`src/rtl/logic_unit_seq_if.sv`:
```
// Handshake/data bundle for logic_unit_seq.
// The parity signal exists only when LOGIC_UNIT_PARITY_EN is defined.
interface logic_unit_seq_if #(
    parameter int WIDTH = 32
);
    logic             start;
    logic [2:0]       op;
    logic [WIDTH-1:0] a;
    logic [WIDTH-1:0] b;
    logic             busy;
    logic             done;
    logic [WIDTH-1:0] res;
    logic             zero;
`ifdef LOGIC_UNIT_PARITY_EN
    logic             parity;
`endif

    modport master (
        output start, op, a, b,
`ifdef LOGIC_UNIT_PARITY_EN
        input  parity,
`endif
        input  busy, done, res, zero
    );

    modport slave (
        input  start, op, a, b,
`ifdef LOGIC_UNIT_PARITY_EN
        output parity,
`endif
        output busy, done, res, zero
    );
endinterface

```
`src/rtl/logic_unit_seq.sv`:
```
// Multi-cycle bitwise logic unit: WIDTH-bit operands processed SLICE bits
// per clock, LSB slice first, with start/busy/done handshake and zero flag.
// Optional feature macro: LOGIC_UNIT_PARITY_EN adds a parity output
// (XOR-reduce of the final result, accumulated slice by slice).
module logic_unit_seq #(
    parameter int WIDTH = 32,
    parameter int SLICE = 8
) (
    input  logic              clk,
    input  logic              rst_n,
    logic_unit_seq_if.slave   bus
);
    localparam int N  = WIDTH / SLICE;
    localparam int IW = (N > 1) ? $clog2(N) : 1;
    localparam logic [IW-1:0] LAST = IW'(N - 1);

    // Reject configurations where the operand does not split into whole slices.
    generate
        if (SLICE < 1) begin : g_bad_slice
            $error("logic_unit_seq: SLICE must be at least 1");
        end else if (WIDTH % SLICE != 0) begin : g_bad_width
            $error("logic_unit_seq: WIDTH must be a multiple of SLICE");
        end
    endgenerate

    typedef enum logic [1:0] {
        S_IDLE = 2'd0,
        S_RUN  = 2'd1,
        S_DONE = 2'd2
    } state_t;

    state_t           state, state_nxt;
    logic [IW-1:0]    idx;
    logic [2:0]       op_q;
    logic [WIDTH-1:0] a_q, b_q, res_q;
    logic             zero_q;
    logic [SLICE-1:0] a_sl, b_sl, r_sl;
    logic [WIDTH-1:0] res_nxt;
`ifdef LOGIC_UNIT_PARITY_EN
    logic             parity_q;
`endif

    function automatic logic [SLICE-1:0] slice_op(
        input logic [2:0]       o,
        input logic [SLICE-1:0] x,
        input logic [SLICE-1:0] y
    );
        case (o)
            3'b000:  slice_op = x & y;
            3'b001:  slice_op = x | y;
            3'b010:  slice_op = x ^ y;
            3'b011:  slice_op = ~(x | y);
            3'b100:  slice_op = ~(x & y);
            3'b101:  slice_op = ~(x ^ y);
            3'b110:  slice_op = ~x;
            default: slice_op = x;
        endcase
    endfunction

    // Current slice operands, its result, and the result word with it merged in.
    always_comb begin
        a_sl    = a_q[int'(idx)*SLICE +: SLICE];
        b_sl    = b_q[int'(idx)*SLICE +: SLICE];
        r_sl    = slice_op(op_q, a_sl, b_sl);
        res_nxt = res_q;
        res_nxt[int'(idx)*SLICE +: SLICE] = r_sl;
    end

    // State register.
    always_ff @(posedge clk) begin
        if (!rst_n) state <= S_IDLE;
        else        state <= state_nxt;
    end

    // Next state: start only honoured in IDLE; RUN ends on the last slice.
    always_comb begin
        state_nxt = state;
        case (state)
            S_IDLE:  if (bus.start) state_nxt = S_RUN;
            S_RUN:   if (idx == LAST) state_nxt = S_DONE;
            S_DONE:  state_nxt = S_IDLE;
            default: state_nxt = S_IDLE;
        endcase
    end

    // Datapath: capture on start, one slice per RUN cycle, flags on the last slice.
    always_ff @(posedge clk) begin
        if (!rst_n) begin
            idx      <= '0;
            op_q     <= '0;
            a_q      <= '0;
            b_q      <= '0;
            res_q    <= '0;
            zero_q   <= 1'b0;
`ifdef LOGIC_UNIT_PARITY_EN
            parity_q <= 1'b0;
`endif
        end else begin
            case (state)
                S_IDLE: begin
                    if (bus.start) begin
                        op_q     <= bus.op;
                        a_q      <= bus.a;
                        b_q      <= bus.b;
                        res_q    <= '0;
                        idx      <= '0;
                        zero_q   <= 1'b0;
`ifdef LOGIC_UNIT_PARITY_EN
                        parity_q <= 1'b0;
`endif
                    end
                end
                S_RUN: begin
                    res_q    <= res_nxt;
`ifdef LOGIC_UNIT_PARITY_EN
                    parity_q <= parity_q ^ (^r_sl);
`endif
                    // idx parks on the last slice so it never exceeds N-1.
                    if (idx == LAST) zero_q <= (res_nxt == '0);
                    else             idx    <= idx + 1'b1;
                end
                default: ;
            endcase
        end
    end

    assign bus.busy = (state != S_IDLE);
    assign bus.done = (state == S_DONE);
    assign bus.res  = res_q;
    assign bus.zero = zero_q;
`ifdef LOGIC_UNIT_PARITY_EN
    assign bus.parity = parity_q;
`endif
endmodule

```
`src/flat_wrapper.sv`:
```
// flat-port wrapper written by rule: the top's interface ports become plain ports
module logic_unit_seq_flat 
#(
    parameter int WIDTH = 32,
    parameter int SLICE = 8
)
  (clk, rst_n, bus_start, bus_op, bus_a, bus_b, bus_busy, bus_done, bus_res, bus_zero);
  logic_unit_seq_if #(.WIDTH(WIDTH)) bus_i ();
  input  logic clk;
  input  logic rst_n;
  input wire logic [$bits(bus_i.start)-1:0] bus_start;
  input wire logic [$bits(bus_i.op)-1:0] bus_op;
  input wire logic [$bits(bus_i.a)-1:0] bus_a;
  input wire logic [$bits(bus_i.b)-1:0] bus_b;
  output wire logic [$bits(bus_i.busy)-1:0] bus_busy;
  output wire logic [$bits(bus_i.done)-1:0] bus_done;
  output wire logic [$bits(bus_i.res)-1:0] bus_res;
  output wire logic [$bits(bus_i.zero)-1:0] bus_zero;
  assign bus_i.start = bus_start;
  assign bus_i.op = bus_op;
  assign bus_i.a = bus_a;
  assign bus_i.b = bus_b;
  assign bus_busy = bus_i.busy;
  assign bus_done = bus_i.done;
  assign bus_res = bus_i.res;
  assign bus_zero = bus_i.zero;
  logic_unit_seq #(.WIDTH(WIDTH), .SLICE(SLICE)) u_core (.clk(clk), .rst_n(rst_n), .bus(bus_i));
endmodule
```
`config.mk`:
```
export PLATFORM = sky130hd
export DESIGN_NAME = logic_unit_seq_flat
export DESIGN_NICKNAME = d
export VERILOG_FILES = /design/src/rtl/logic_unit_seq_if.sv /design/src/rtl/logic_unit_seq.sv /design/src/flat_wrapper.sv
export SDC_FILE = /design/constraint.sdc
export NUM_CORES = 1
export LEC_CHECK = 0
export BUFFER_PORTS_ARGS = -buffer_cell sky130_fd_sc_hd__buf_2
export CAP_MARGIN = 5
export CORE_MARGIN = 4
export CORE_UTILIZATION = 50
export DETAILED_ROUTE_END_ITERATION = 6
export PLACE_DENSITY = 0.73
export SYNTH_ARGS = -nofsm -noshare
export SYNTH_HDL_FRONTEND = slang
export SYNTH_SLANG_ARGS = --single-unit
```
`constraint.sdc`:
```
create_clock -name clk -period 4.6 [get_ports clk]
set_input_delay 0.23 -clock clk [delete_from_list [all_inputs] [get_ports clk]]
set_output_delay 0.23 -clock clk [all_outputs]
set_load 0.02 [all_outputs]
```
Word-level counts from Yosys, hierarchy flattened
Cells that the tools add are included.

operators by class
  muxes and demuxes = 13
  add/subtract/negate cells = 2
  equal/unequal tests = 12
  reductions and logical operators = 10
  bitwise gates (word level) = 7
  shift operators = 4

operators with widths
  operator                                                number
  one-hot mux 32 bit (2 select lines)                     1
  variable part select 32 x 6 -> 8 bit                    2
  one-hot mux 8 bit (7 select lines)                      1
  negator 5 -> 33 bit                                     1
  variable shift 8 x 33 -> 32 bit (first input constant)  1
  variable part select 8 x 33 -> 32 bit                   1
  bitwise mux 32 bit                                      1
  logical NOT 32 bit                                      1
  two-way mux 32 bit                                      1
  inverter 8 bit                                          4
  == test 3 bit (second input constant)                   3
  bitwise AND 8 bit                                       1
  two-way mux 2 bit                                       4
  OR 8 bit                                                1
  one-hot mux 2 bit (2 select lines)                      2
  XOR 8 bit                                               1
  == test 3 x 2 -> 1 bit (second input constant)          2
  AND reduction 2 bit                                     3
  AND reduction 3 bit                                     2
  == test 2 bit (second input constant)                   2
  != test 2 bit (second input constant)                   2
  nonzero test 2 bit                                      2
  == test 3 x 1 -> 1 bit (second input constant)          1
  logical NOT 3 bit                                       1
  6 further kinds                                         7

word-level totals
  output and inout bits = 35
  word-level logic and storage cells = 55
  flip-flop bits (word level) = 104

Logic depth before layout (Yosys ltp)
  depth after elaboration = 9
  depth in mapped cells = 14
  gate-level depth less buffers = 12

Least setup slack after synthesis
OpenSTA, ideal clock, no wires.

  path type = flip-flop to flip-flop
  start = reg u_core.idx[0]
  end = reg u_core.zero_q (netlist: u_core.bus.zero)
  path slack = 1258 ps
  clock period less this slack = 3342 ps
  data arrival time = 3274 ps
  required time = 4531 ps
  stages on the path, launching flop included = 13
  library setup time = 69 ps
  path through = dfxtp_1 buf_6 buf_6 clkbuf_1 mux4_2 inv_1 ha_1 nand2b_1 a311o_1 a32oi_2 nand4_1 or4_1 o21ai_1

on the way
  word-level cells in the longest chain between the ends = 9
  elaborated cells between the ends (all ways) = 20

ends and longest elaborated chain
  element                                                         RTL line                                                          source
  start: declaration                                              logic_unit_seq.sv:33                                              logic [IW-1:0] idx;
  start signal: assignment                                        logic_unit_seq.sv:120                                             else idx <= idx + 1'b1;
  variable part select 32 x 6 -> 8 bit, on equally long branches  logic_unit_seq.sv:62, logic_unit_seq.sv:63
  XOR 8 bit, or another cell as far along                         logic_unit_seq.sv:51, logic_unit_seq.sv:54
  inverter 8 bit, on equally long branches                        logic_unit_seq.sv:54, logic_unit_seq.sv:52, logic_unit_seq.sv:53
  one-hot mux 8 bit (7 select lines)                              logic_unit_seq.sv:48                                              case (o)
  variable part select 8 x 33 -> 32 bit                           logic_unit_seq.sv:66                                              res_nxt[int'(idx)*SLICE +: SLICE] = r_sl;
  bitwise mux 32 bit                                              logic_unit_seq.sv:66
  logical NOT 32 bit                                              logic_unit_seq.sv:119                                             if (idx == LAST) zero_q <= (res_nxt == '0);
  two-way mux 1 bit                                               logic_unit_seq.sv:119
  one-hot mux 1 bit (2 select lines)                              logic_unit_seq.sv:99                                              case (state)
  end signal: assignment                                          logic_unit_seq.sv:119
  end: declaration                                                logic_unit_seq.sv:36                                              logic zero_q;

Parallel ways exist; a longest one is shown, timed or not. The select of a mux whose other input is x is not followed.
A chain may end at the register's enable or synchronous reset.

Worst setup path in the final report
Ends and elaborated chain as after synthesis.

==> flow_metrics.py <==
metrics = {
    "run_status": {
        "status": "finished clean",
    },
    "grt": {
        "gr-usage-all-layers": 0.224,
        "grt_max_degree": 106,
        "grt.overflow.total": 0,
        "grt_pass1_vias": 4862,
        "grt_pass1_wl_mm": 23.4,
        "antenna_found_initial": 0,
    },
    "route": {
        "num_vias": 4861,
        "drc": 0,
        "routed_wl_mm": 13.9,
        "routed_via_density": 5.57,
        "ant_nets": 0,
        "drt-initial-drc-count": 347,
        "wl_per_cell_um": 15.9,
        "firstDrtPassIters": 5,
    },
    "critical_path": {
        "end_kind": "register",
        "cp_max_fo": 20,
        "crit_chain": "buf_4, mux2i_1, nand2_1, o21ai_0, inv_1, ha_1, or3_1, o2111ai_1, nand3b_1, and2_1, a2bb2oi_1, or4_1, o21ai_1",
        "cp-start-kind": "register",
        "rr_startpoint": "u_core.idx[0]",
        "cpMaxStageDelayCell": "dfxtp_1",
        "worstPathRequired_ns": 4.93,
        "critPathMaxStageDelay_ns": 0.91,
        "crit_arrival_ns": 4.19,
        "startpoint": "u_core.idx[0]",
        "path_class": "reg -> reg",
    },
    "clocking": {
        "h-tree-depth": 3,
        "cts_buffers": 9,
        "clk_latency_ns": 0.38,
        "cts_root_buf": "clkbuf_8",
        "clk_path_buf_depth": 2,
        "clk_pin_slew_worst_paths_ns": 0.10,
        "postCtsResizedCells": 0,
        "cts_hold_buffers": 0,
        "cts_setup_buffers": 0,
        "cts_tree": "yes",
        "clock-sinks": 104,
    },
    "sta": {
        "hold_viol": 0,
        "period_needed_ns": 3.86,
        "finalCritPeriodShare": 0.840,
        "rsz0062_at_grt": "false",
        "slew_headroom": 0.218,
        "finalSetupViolations": 0,
        "clock_skew_ns": 0.0127,
        "fmax_mhz": 259,
        "fin_ws_ns": 0.735,
        "slew_violations": 0,
        "worst_slew_pin_slew_ns": 1.17,
        "finalSetupTns_ns": 0,
    },
    "synth": {
        "synth_cell_types": 51,
        "syn_inst": 654,
        "synth-seq-cells": 104,
        "syn_area_mm2": 0.00555,
        "synth-seq-area-share": 0.375,
        "synth_enable_flop_cells": 0,
        "syn_nets": 746,
        "synth.avg_cell_area_um2": 8.49,
        "synth-main-ff-cell": "dfxtp_1",
        "yosys_warnings": 0,
        "async_reset_ff_frac": 0,
    },
    "cells_and_area": {
        "nets": 821,
        "n_antenna_cell": 0,
        "layout_commonest_cell": "nand2_1",
        "layout_common_cells": "nand2_1 (151), buf_2 (104), dfxtp_1 (104)",
        "drive_gt1_frac": 0.201,
        "syn_to_final_growth_pct": 13.3,
    },
    "power": {
        "power.density_mw_per_mm2": 305,
        "leakage_nw": 2.59,
        "ir_drop_mv": 0.161,
    },
    "place": {
        "place_ws_ns": 0.790,
        "hpwl_mm": 10.1,
        "gp_congestion": 0.932,
        "numPortBuffers": 104,
    },
    "die": {
        "boundaryPins": 105,
        "fp.dieW_um": 113,
        "row_count": 38,
        "core-area_mm2": 0.0108,
        "initial_core_util": 0.512,
        "die_height_um": 113,
        "die-area_mm2": 0.0129,
    },
    "hold_path": {
        "hold_start": "bus_b[26]",
        "min_path_type": "in -> reg",
    },
    "flow_run": {
        "maxCapViolCount": 0,
    },
}
## critical path: cells and delay by family (launching register included)
family	cells	cell delay, ns
compound gates	4	0.53
fa+ha+maj	1	0.22
buf+inv	2	0.48
flops	1	0.91
mux	1	0.33
simple gates	5	1.32
## Yosys cell counts, drive strengths merged, types with 3 or more instances
master | number | share of area
a21boi | 68 | 0.092
a21oi | 12 | 0.011
a22oi | 31 | 0.042
a2bb2o | 4 | 0.011
a2bb2oi | 7 | 0.012
a311o | 3 | 0.0054
and2 | 4 | 0.0045
and3 | 7 | 0.0079
buf | 10 | 0.013
clkbuf | 35 | 0.024
dfxtp | 104 | 0.37
ha | 22 | 0.050
inv | 27 | 0.018
mux2 | 8 | 0.017
mux2i | 15 | 0.027
mux4 | 9 | 0.037
nand2 | 152 | 0.10
nand2b | 3 | 0.0034
nand3 | 6 | 0.0054
nand3b | 3 | 0.0041
nor2 | 20 | 0.014
nor2b | 38 | 0.043
nor3 | 4 | 0.0036
nor4 | 5 | 0.0056
o2111ai | 4 | 0.0063
o211ai | 4 | 0.0054
o21ai | 14 | 0.013
o22ai | 9 | 0.010
xnor2 | 6 | 0.0095
## path summary, 6_finish.rpt
path                     endpoint  slack (ns)  cells past startpoint
setup / recovery  u_core.bus.zero        0.74                     13
hold / removal     u_core.b_q[26]        0.09                      3
setup reg to reg  u_core.bus.zero        0.74                     13
hold reg to reg    u_core.a_q[13]        0.47                      2
## layer usage
| metal | global-route usage | routed length [um] |
|---|---|---|
| met4 | 0.0994 | 327 |
| met5 | 0 | 0 |
| met2 | 0.363 | 6580 |
| met3 | 0.0493 | 973 |
| met1 | 0.288 | 5990 |
## kinds of logic after synthesis
| group | Yosys count | share of synthesized area |
|---|---|---|
| AND/OR/NAND/NOR | 251 | 0.205 |
| AO/OA/AOI/OAI | 165 | 0.222 |
| flip-flops | 104 | 0.375 |
| buffers and inverters | 72 | 0.0548 |
| multiplexers | 32 | 0.0804 |
| adder cells (fa/ha/maj) | 22 | 0.0496 |
| XOR/XNOR | 8 | 0.0126 |
## flip-flops by register name, summed over array words and instances, names as in the netlist
signal,count
u_core.a_q,32
u_core.b_q,32
u_core.bus.res,32
u_core.bus.zero,1
u_core.idx,2
u_core.op_q,3
u_core.state,2
## power breakdown
part	total, W	switching (W)	internal [W]	leakage [nW]
combinational	0.000353	0.000201	0.000152	1.64
clock	0.000591	0.000298	0.000294	0.102
sequential	0.000978	0.0000380	0.000940	0.849
## cell type report
type	count	area, um2
Clock inverter	2	37.5
Multi-Input combinational cell	478	3170
Sequential cell	104	2080
Timing Repair Buffer	109	558
Clock buffer	13	169
Tap cell	140	175
Fill cell	1033	4550
Inverter	27	101
## through the flow
| step | area, um2 | cells | hold WS, ns | util | total power (W) |
|---|---|---|---|---|---|
| after global placement | 6090 | 858 | 0.451 | 0.562 | 0.00133 |
| after CTS | 6290 | 873 | 0.0642 | 0.581 | 0.00194 |
| after detailed placement | 6090 | 858 | 0.459 | 0.562 | 0.00135 |
| final | 6290 | 873 | 0.0896 | 0.581 | 0.00192 |
| after floorplan | 5550 | 654 | 0.375 | - | 0.00124 |
| after global routing | 6290 | 873 | 0.0690 | 0.581 | 0.00203 |
No activity file was read; power rests on OpenSTA's default activity.
